--- src/rtl/regfile_mp_pkg.sv ---
// Shared types and helpers for the regfile_mp register file.
// Optional write-to-read forwarding is enabled by defining REGFILE_MP_BYPASS_EN.
package regfile_mp_pkg;

  typedef enum logic {ST_IDLE, ST_SWEEP} clr_state_e;

  localparam int DEF_WIDTH = 32;
  localparam int DEF_DEPTH = 32;
  localparam int DEF_NREAD = 2;
  localparam int BUS_MAX   = 256;

  // Extracts field p of width w from a packed bus (right-aligned, zero-filled).
  function automatic logic [BUS_MAX-1:0] field_get(input logic [BUS_MAX-1:0] bus,
                                                   input int p, input int w);
    logic [BUS_MAX-1:0] mask;
    mask = (BUS_MAX'(1) << w) - BUS_MAX'(1);
    return (bus >> (p * w)) & mask;
  endfunction

endpackage

--- src/rtl/regfile_mp_clr_fsm.sv ---
// Bulk-clear sequencer: sweeps every entry once, one per cycle, asserting busy.
// Part of regfile_mp; REGFILE_MP_BYPASS_EN does not affect this block.
module regfile_mp_clr_fsm
  import regfile_mp_pkg::*;
#(
  parameter int DEPTH = DEF_DEPTH
) (
  input  logic                     clk,
  input  logic                     rst,
  input  logic                     clr_req,
  output logic                     busy,
  output logic                     clr_en,
  output logic [$clog2(DEPTH)-1:0] clr_idx
);

  localparam int AW = $clog2(DEPTH);

  clr_state_e    state, state_nxt;
  logic [AW-1:0] idx, idx_nxt;

  // NOTE: sequential state uses non-blocking assignments so every flop samples pre-edge values.
  always_ff @(posedge clk or posedge rst) begin
    if (rst) begin
      state <= ST_IDLE;
      idx   <= '0;
    end else begin
      state <= state_nxt;
      idx   <= idx_nxt;
    end
  end

  // NOTE: defaults first, so no path through the case leaves a signal unassigned (no latch).
  always_comb begin
    state_nxt = state;
    idx_nxt   = idx;
    case (state)
      ST_IDLE: begin
        if (clr_req) begin
          state_nxt = ST_SWEEP;
          idx_nxt   = '0;
        end
      end
      ST_SWEEP: begin
        // The wrap of idx back to zero coincides with the return to idle.
        idx_nxt = idx + AW'(1);
        if (idx == AW'(DEPTH - 1)) state_nxt = ST_IDLE;
      end
      default: state_nxt = ST_IDLE;
    endcase
  end

  assign busy    = (state == ST_SWEEP);
  assign clr_en  = busy;
  assign clr_idx = idx;

endmodule

--- src/rtl/regfile_mp.sv ---
// Parametrised multi-read-port register file with registered reads and a bulk-clear sweep.
// Define REGFILE_MP_BYPASS_EN to forward same-edge write data to matching read ports.
module regfile_mp
  import regfile_mp_pkg::*;
#(
  parameter int WIDTH   = DEF_WIDTH,
  parameter int DEPTH   = DEF_DEPTH,
  parameter int NREAD   = DEF_NREAD,
  parameter int ZERO_R0 = 1
) (
  input  logic                             clk,
  input  logic                             rst,
  input  logic [NREAD*$clog2(DEPTH)-1:0]   rd_addr,
  output logic [NREAD*WIDTH-1:0]           rd_data,
  input  logic                             wr_en,
  input  logic [$clog2(DEPTH)-1:0]         wr_addr,
  input  logic [WIDTH-1:0]                 wr_data,
  input  logic                             clr_req,
  output logic                             busy,
  output logic                             wr_err
);

  localparam int AW = $clog2(DEPTH);

  logic [WIDTH-1:0] mem     [DEPTH];
  logic [AW-1:0]    rd_idx  [NREAD];
  logic [WIDTH-1:0] rd_next [NREAD];
  logic             clr_en;
  logic [AW-1:0]    clr_idx;
  logic             wr_ok;

  regfile_mp_clr_fsm #(.DEPTH(DEPTH)) u_clr_fsm (
    .clk     (clk),
    .rst     (rst),
    .clr_req (clr_req),
    .busy    (busy),
    .clr_en  (clr_en),
    .clr_idx (clr_idx)
  );

  // Writes to the hardwired-zero entry are dropped quietly; only busy raises wr_err.
  assign wr_ok = wr_en && !busy && !((ZERO_R0 != 0) && (wr_addr == '0));

  always_comb begin
    for (int p = 0; p < NREAD; p++) begin
      rd_idx[p]  = AW'(field_get(BUS_MAX'(rd_addr), p, AW));
      rd_next[p] = mem[rd_idx[p]];
`ifdef REGFILE_MP_BYPASS_EN
      if (wr_ok && (wr_addr == rd_idx[p])) rd_next[p] = wr_data;
`endif
      if ((ZERO_R0 != 0) && (rd_idx[p] == '0)) rd_next[p] = '0;
    end
  end

  // NOTE: the array is built from flops, so it is reset explicitly; a RAM macro could not be.
  always_ff @(posedge clk or posedge rst) begin
    if (rst) begin
      for (int i = 0; i < DEPTH; i++) mem[i] <= '0;
    end else if (clr_en) begin
      mem[clr_idx] <= '0;
    end else if (wr_ok) begin
      mem[wr_addr] <= wr_data;
    end
  end

  always_ff @(posedge clk or posedge rst) begin
    if (rst) begin
      rd_data <= '0;
      wr_err  <= 1'b0;
    end else begin
      for (int p = 0; p < NREAD; p++) rd_data[p*WIDTH +: WIDTH] <= rd_next[p];
      wr_err <= wr_en && busy;
    end
  end

endmodule

--- config.mk ---
export PLATFORM = sky130hd
export DESIGN_NAME = regfile_mp
export DESIGN_NICKNAME = d
export VERILOG_FILES = /design/src/rtl/regfile_mp_pkg.sv /design/src/rtl/regfile_mp_clr_fsm.sv /design/src/rtl/regfile_mp.sv
export SDC_FILE = /design/constraint.sdc
export NUM_CORES = 2
export LEC_CHECK = 0
export CORE_AREA = 2 2 334 336
export DETAILED_ROUTE_END_ITERATION = 6
export DIE_AREA = 0 0 336 338
export MAX_ROUTING_LAYER = met4
export PLACE_DENSITY_LB_ADDON = 0.25
export SLEW_MARGIN = 20
export SYNTH_ARGS = -nofsm -noshare
export SYNTH_HDL_FRONTEND = slang
export SYNTH_HIERARCHICAL = 1
export SYNTH_SLANG_ARGS = --single-unit
--- constraint.sdc ---
create_clock -name clk -period 64.2 [get_ports clk]
set_clock_uncertainty 0.15 [all_clocks]
set_input_delay 12.84 -clock clk [delete_from_list [all_inputs] [get_ports clk]]
set_output_delay 12.84 -clock clk [all_outputs]
set_load 0.005 [all_outputs]
# --- Word-level counts from Yosys, hierarchy flattened ---
# Cells that the tools add are included.
# Widths: inputs -> output; s select.
op_classes:
  multipliers: 0
  n_lt_le_gt_ge: 6
  shift: 0
  n_div: 0
  n_mux: 20
  n_bitwise: 7
  reduce_logical: 11
  n_eq_ne: 2
  n_addsub: 1
ops:
  columns: ["op", "count"]
  rows:
  - ["$mux 1024", 2]
  - ["$and 1024x1024->1024", 1]
  - ["$bwmux 1024", 1]
  - ["$not 1024->1024", 1]
  - ["$bmux 32 s5", 2]
  - ["$demux 32 s5", 2]
  - ["$mux 32", 8]
  - ["$ge 6x6->1 const B", 4]
  - ["$not 5->6", 4]
  - ["$logic_not 5->1", 3]
  - ["$lt 6x1->1 const B", 2]
  - ["$pmux 5 s2", 1]
  - ["$add 5x1->5 const B", 1]
  - ["$eq 5x5->1 const B", 1]
  - ["$logic_and 1x1->1", 5]
  - ["$mux 5", 1]
  - ["$logic_not 1->1", 2]
  - ["$mux 1", 2]
  - ["$ne 2x2->1 const B", 1]
  - ["$pmux 1 s2", 1]
  - ["$reduce_bool 2->1", 1]
  - ["$not 1->1", 1]
word_totals:
  ram_bits: 0
  latchBits: 0
  mem_bits_ro: 0
  reg_bits: 1095
  output_inout_bits: 66
  input_bits: 51
  n_memories: 0
  wordCells: 83

# --- Logic depth before layout (Yosys ltp) ---
depth:
  word_depth: 8
  mapped_depth: 8
  ltp_nobuf: 4

# --- Cells and area by module ---
# The synthesis kept the hierarchy.
by_module_without_submodules:
  columns: ["module", "cells_each", "area_each_um2", "instances", "seq_area_each_um2"]
  rows:
  - ["regfile_mp", 3830, 54253.3, 1, 27251.1]
  - ["regfile_mp_clr_fsm", 27, 301.5, 1, 150.1]

# --- Least setup slack after synthesis ---
# Ideal clock, no wire load.
synth_timing:
  path_type: "input-to-reg"
  from: "in wr_addr[1]"
  to: "reg mem[736] (netlist name)"
  path_slack_ns: 49.470
  setup_ns: 0.121
  stages: 7
  n_path_buf: 3
  required_time_ns: 63.929
  arrival_ns: 14.459
  path_cell_list: "or4b_1 -> buf_2 -> buf_6 -> nor4_4 -> a21oi_2 -> buf_2 -> a22o_1"
synth_between:
  elab_chain_cells: 8
  elab_cells_between_ends: 13
  cone_classes: "order compare (2); mux (5); bitwise (1); reduce/logical (5)"
synth_lines:
  columns: ["item", "line", "text"]
  rows:
  - ["start: declaration", "regfile_mp.sv:16", "input logic [$clog2(DEPTH)-1:0] wr_addr,"]
  - ["$not 5->6 (implied by the code)", "regfile_mp.sv:62", "mem[wr_addr] <= wr_data;"]
  - ["$ge 6x6->1 (implied by the code) or $lt 6x1->1 (tied branches)", "regfile_mp.sv:62", null]
  - ["$logic_and 1x1->1 (implied by the code)", "regfile_mp.sv:62", null]
  - ["$mux 32 (implied by the code)", "regfile_mp.sv:62", null]
  - ["$demux 32 s5", "regfile_mp.sv:62", null]
  - ["$bwmux 1024", "regfile_mp.sv:62", null]
  - ["$mux 1024", "regfile_mp.sv:61", "end else if (wr_ok) begin"]
  - ["$mux 1024", "regfile_mp.sv:59", "end else if (clr_en) begin"]
  - ["end signal: indexed assignment", "regfile_mp.sv:62", null]
  - ["end: declaration", "regfile_mp.sv:25", "logic [WIDTH-1:0] mem [DEPTH];"]
# Several ways; a longest one is shown, not always the timed one. The select of a mux whose other input is x is not followed.
# A chain may end at the register's enable or synchronous reset.

==> impl_metrics.prom <==
# TYPE chip_impl_metric gauge
chip_impl_info{name="worstHoldPathType",value="flop to flop"} 1
chip_impl_metric{name="maximum_number_of_pins_on_one_net_before_global_route_repair",unit=""} 181
chip_impl_metric{name="synth_seq_cells",unit=""} 1095
chip_impl_metric{name="finalHoldViolations",unit=""} 0
chip_impl_info{name="start_kind",value="input port"} 1
chip_impl_metric{name="p_per_area",unit="nW/µm²"} 27.4
chip_impl_metric{name="yosys_warnings",unit=""} 6
chip_impl_metric{name="drt_pass1_iterations",unit=""} 6
chip_impl_metric{name="fp.dieW",unit="µm"} 336
chip_impl_metric{name="total_leakage_power",unit="nW"} 26.7
chip_impl_metric{name="vias",unit=""} 41700
chip_impl_metric{name="clk_transition_reported_paths",unit="ns"} 0.06
chip_impl_metric{name="synth.distinct_cells",unit=""} 45
chip_impl_info{name="most_common_cell_after_layout_fill_and_taps_aside",value="sky130_fd_sc_hd__dfrtp_1"} 1
chip_impl_metric{name="ir_worst_vdd",unit="µV"} 21.2
chip_impl_metric{name="post-route-period-util",unit="%"} 26.2
chip_impl_metric{name="place_congestion",unit=""} 0.910
chip_impl_metric{name="overflow",unit=""} 0
chip_impl_metric{name="placement.io_buffers",unit=""} 116
chip_impl_metric{name="start_util",unit="%"} 49.6
chip_impl_metric{name="final_worst_setup_slack",unit="ns"} 47.40
chip_impl_metric{name="power.share.combinational",unit="%"} 14.4
chip_impl_metric{name="route.detailed.wl_per_inst",unit="µm"} 40.1
chip_impl_info{name="status",value="finished clean"} 1
chip_impl_info{name="cts_tree",value="done"} 1
chip_impl_metric{name="detail_route.wirelength",unit="µm"} 214000
chip_impl_metric{name="worstPathRequired",unit="ns"} 64.72
chip_impl_metric{name="netSwitchingFraction",unit="%"} 29.2
chip_impl_metric{name="drv.max_cap_violation_count",unit=""} 0
chip_impl_metric{name="preCtsSetupSlack",unit="ns"} 46.56
chip_impl_metric{name="drc",unit=""} 0
chip_impl_metric{name="finalCriticalPeriod",unit="ns"} 16.80
chip_impl_info{name="clock_tree.root_cell",value="sky130_fd_sc_hd__clkbuf_16"} 1
chip_impl_metric{name="power.switching",unit="W"} 0.000490
chip_impl_metric{name="fin_setup_tns",unit="ns"} 0
chip_impl_info{name="critPathCaptureType",value="async pin"} 1
chip_impl_metric{name="clock_power_share",unit="%"} 42.3
chip_impl_metric{name="max_slew_margin",unit="%"} 22.6
chip_impl_metric{name="final_layout_size_suffix_gt1_share",unit="%"} 25.2
chip_impl_metric{name="syn-instance-count",unit=""} 3857
chip_impl_metric{name="postCtsSetupRepairBufs",unit=""} 0
chip_impl_metric{name="dpl.cell_count",unit=""} 5104
chip_impl_metric{name="synthesis.area_per_instance",unit="µm²"} 14.1
chip_impl_metric{name="grtUsageTotal",unit="%"} 39.3
chip_impl_metric{name="viasPerCell",unit=""} 7.81
chip_impl_metric{name="max_freq",unit="GHz"} 0.0595
chip_impl_metric{name="ff2ff_path_depth",unit=""} 7
chip_impl_metric{name="hold-path-cell-count",unit=""} 1
chip_impl_metric{name="power_report.internal_total",unit="W"} 0.00119
chip_impl_metric{name="die_area",unit="µm²"} 114000
chip_impl_metric{name="max-clock-path-buffers",unit=""} 3
chip_impl_metric{name="cts-hold-fix-buffers",unit=""} 0
chip_impl_metric{name="clock-sinks",unit=""} 1095
chip_impl_metric{name="post_cts.resized_instances",unit=""} 0
chip_impl_metric{name="fp.coreArea",unit="µm²"} 110000
chip_impl_metric{name="source_to_sink_clock_delay_at_the_later_pin_of_the_worst_skew_pair",unit="ns"} 0.73
chip_impl_metric{name="via_count_of_the_first_global_routing_pass",unit=""} 41800
chip_impl_metric{name="drt_iter0_markers",unit=""} 5683
chip_impl_metric{name="final_nets",unit=""} 3788
chip_impl_metric{name="boundaryPins",unit=""} 117
chip_impl_metric{name="number_of_levels_in_the_clock_h_tree",unit=""} 3
chip_impl_metric{name="core.rowCount",unit=""} 122
chip_impl_metric{name="synth.cell_area",unit="µm²"} 54600
chip_impl_metric{name="cts_made_buffers",unit=""} 116
chip_impl_metric{name="syn_nets",unit=""} 3910
chip_impl_metric{name="die_h",unit="µm"} 338
chip_impl_metric{name="grt_first_pass_wirelength",unit="µm"} 309000
chip_impl_metric{name="ys_seq_area_share",unit="%"} 50.2
chip_impl_metric{name="antenna_found_initial",unit=""} 16
chip_impl_metric{name="flow.area_growth_from_synthesis",unit="%"} 12.2
chip_impl_metric{name="setup_viol",unit=""} 0
chip_impl_metric{name="max_transition_viols_final",unit=""} 0
chip_impl_metric{name="path_max_fanout",unit=""} 180
chip_impl_metric{name="detail-route-antenna-nets",unit=""} 0
chip_impl_metric{name="dp_hpwl",unit="µm"} 117000
chip_impl_info{name="leading_cell_types_in_the_layout_fill_and_taps_excluded",value="1095 x sky130_fd_sc_hd__dfrtp_1, 993 x sky130_fd_sc_hd__a22o_1, 448 x sky130_fd_sc_hd__mux4_2, 136 x sky130_fd_sc_hd__buf_4, 128 x sky130_fd_sc_hd__mux2i_1"} 1
chip_impl_metric{name="final_non_filler_cell_total",unit=""} 5339
chip_impl_metric{name="max_slew.worst_pin.slew",unit="ns"} 1.16
chip_impl_metric{name="power.sequential.fraction",unit="%"} 43.3
chip_impl_info{name="setup_repair_after_global_routing_missed_its_margin",value="false"} 1
chip_impl_metric{name="worst-endpoint-arrival",unit="ns"} 17.32
chip_impl_info{name="worst-setup-path-type",value="input port to async pin"} 1
==> path summary, 6_finish.rpt <==
path / startpoint / end / slack [ns]
worst max register to register: u_clr_fsm/busy$_DFF_PP0_ / mem[878]$_DFFE_PP0P_ / 59.83
min in group asynchronous: rst / u_clr_fsm/busy$_DFF_PP0_ / 12.37
worst min-delay path: mem[1011]$_DFFE_PP0P_ / mem[1011]$_DFFE_PP0P_ / 0.36
worst min register to register: mem[1011]$_DFFE_PP0P_ / mem[1011]$_DFFE_PP0P_ / 0.36
max in group clk: rd_addr[7] / rd_data[63]$_DFF_PP0_ / 47.85
worst max-delay path: rst / mem[139]$_DFFE_PP0P_ / 47.40
==> stage by stage <==
| stage | total power [W] | hold slack [ns] | instance area, µm² | utilization [%] |
|---|---|---|---|---|
| 3_5_place_dp | 0.000969 | 0.342 | 57200 | 51.9 |
| 3_3_place_gp | 0.000967 | 0.335 | 57200 | 52.0 |
| 2_1_floorplan | 0.000852 | 0.317 | 54600 | - |
| 5_1_grt | 0.00171 | 0.371 | 61200 | 55.6 |
| 4_1_cts | 0.00167 | 0.355 | 61200 | 55.6 |
| 6_report | 0.00168 | 0.356 | 61200 | 55.6 |
==> registers in the layout, summed over array words and instances (netlist names) <==
signal and count:
u_clr_fsm/busy 1, u_clr_fsm/clr_idx 5, wr_err 1, rd_data 64, mem 1024
==> power by group through the flow <==
stage               registers (W)  logic (W)  clock network (W)
floorplan                0.000732   0.000120                  0
global route             0.000728   0.000244           0.000742
finish                   0.000726   0.000241           0.000709
detailed placement       0.000738   0.000231                  0
CTS                      0.000726   0.000232           0.000711
global placement         0.000738   0.000229                  0
==> final cells by class <==
cell class	instances	area, µm²
clock buffers	166	3440
flip-flops and latches	1095	27400
well taps	1488	1860
inverters	5	28.8
multi-input cells	2258	25600
clock inverters	47	568
fillers	8747	48800
diodes	21	52.6
repair buffers	259	2240
==> metal layers <==
metal  share of wire, %  GRT usage (%)  vias to the layer above
met3                 14           13.8                      863
met2                 43           55.0                     3549
met4                6.7           22.3                        0
met5                  0              -                        -
met1                 36           49.9                    21800
li1                   -              -                    15500
==> critical path, stage by stage <==
cell and delay (ns):
sky130_fd_sc_hd__clkdlybuf4s50_1 0.51, sky130_fd_sc_hd__inv_8 0.57, sky130_fd_sc_hd__buf_4 0.78, sky130_fd_sc_hd__buf_4 0.76, sky130_fd_sc_hd__buf_4 0.83, sky130_fd_sc_hd__buf_12 0.68
==> Yosys cell counts (all sizes together) <==
library cell / number / area share (%)
nand3: 2 / 0.018
mux4: 448 / 18
nand2b: 7 / 0.080
or3: 1 / 0.011
nand2: 41 / 0.28
or3b: 3 / 0.048
or2: 2 / 0.023
a311oi: 64 / 1.0
nand4bb: 1 / 0.021
a221oi: 46 / 0.74
a22oi: 64 / 0.88
inv: 5 / 0.034
a211oi: 64 / 0.88
dfrtp: 1095 / 50
nor4: 7 / 0.27
ha: 2 / 0.046
and3: 1 / 0.011
a22o: 993 / 16
or4: 2 / 0.028
or4b: 1 / 0.018
nand4: 1 / 0.011
nor2: 14 / 0.11
a21oi: 32 / 0.30
nand3b: 3 / 0.041
nor2b: 71 / 0.81
mux2i: 128 / 2.3
buf: 148 / 1.3
o2111ai: 18 / 0.29
nor3: 27 / 0.44
and2: 36 / 0.41
mux2: 65 / 1.3
o21ai: 114 / 1.0
clkbuf: 351 / 2.4
==> kinds of logic after synthesis <==
group                    Yosys count  share of synthesized area (%)
AO/OA/AOI/OAI                   1395                           21.1
AND/OR/NAND/NOR                  220                           2.64
buffers and inverters            504                           3.79
adder cells (fa/ha/maj)            2                         0.0459
flip-flops                      1095                           50.2
multiplexers                     641                           22.2
Note: power is estimated with default switching activity, not from simulation.
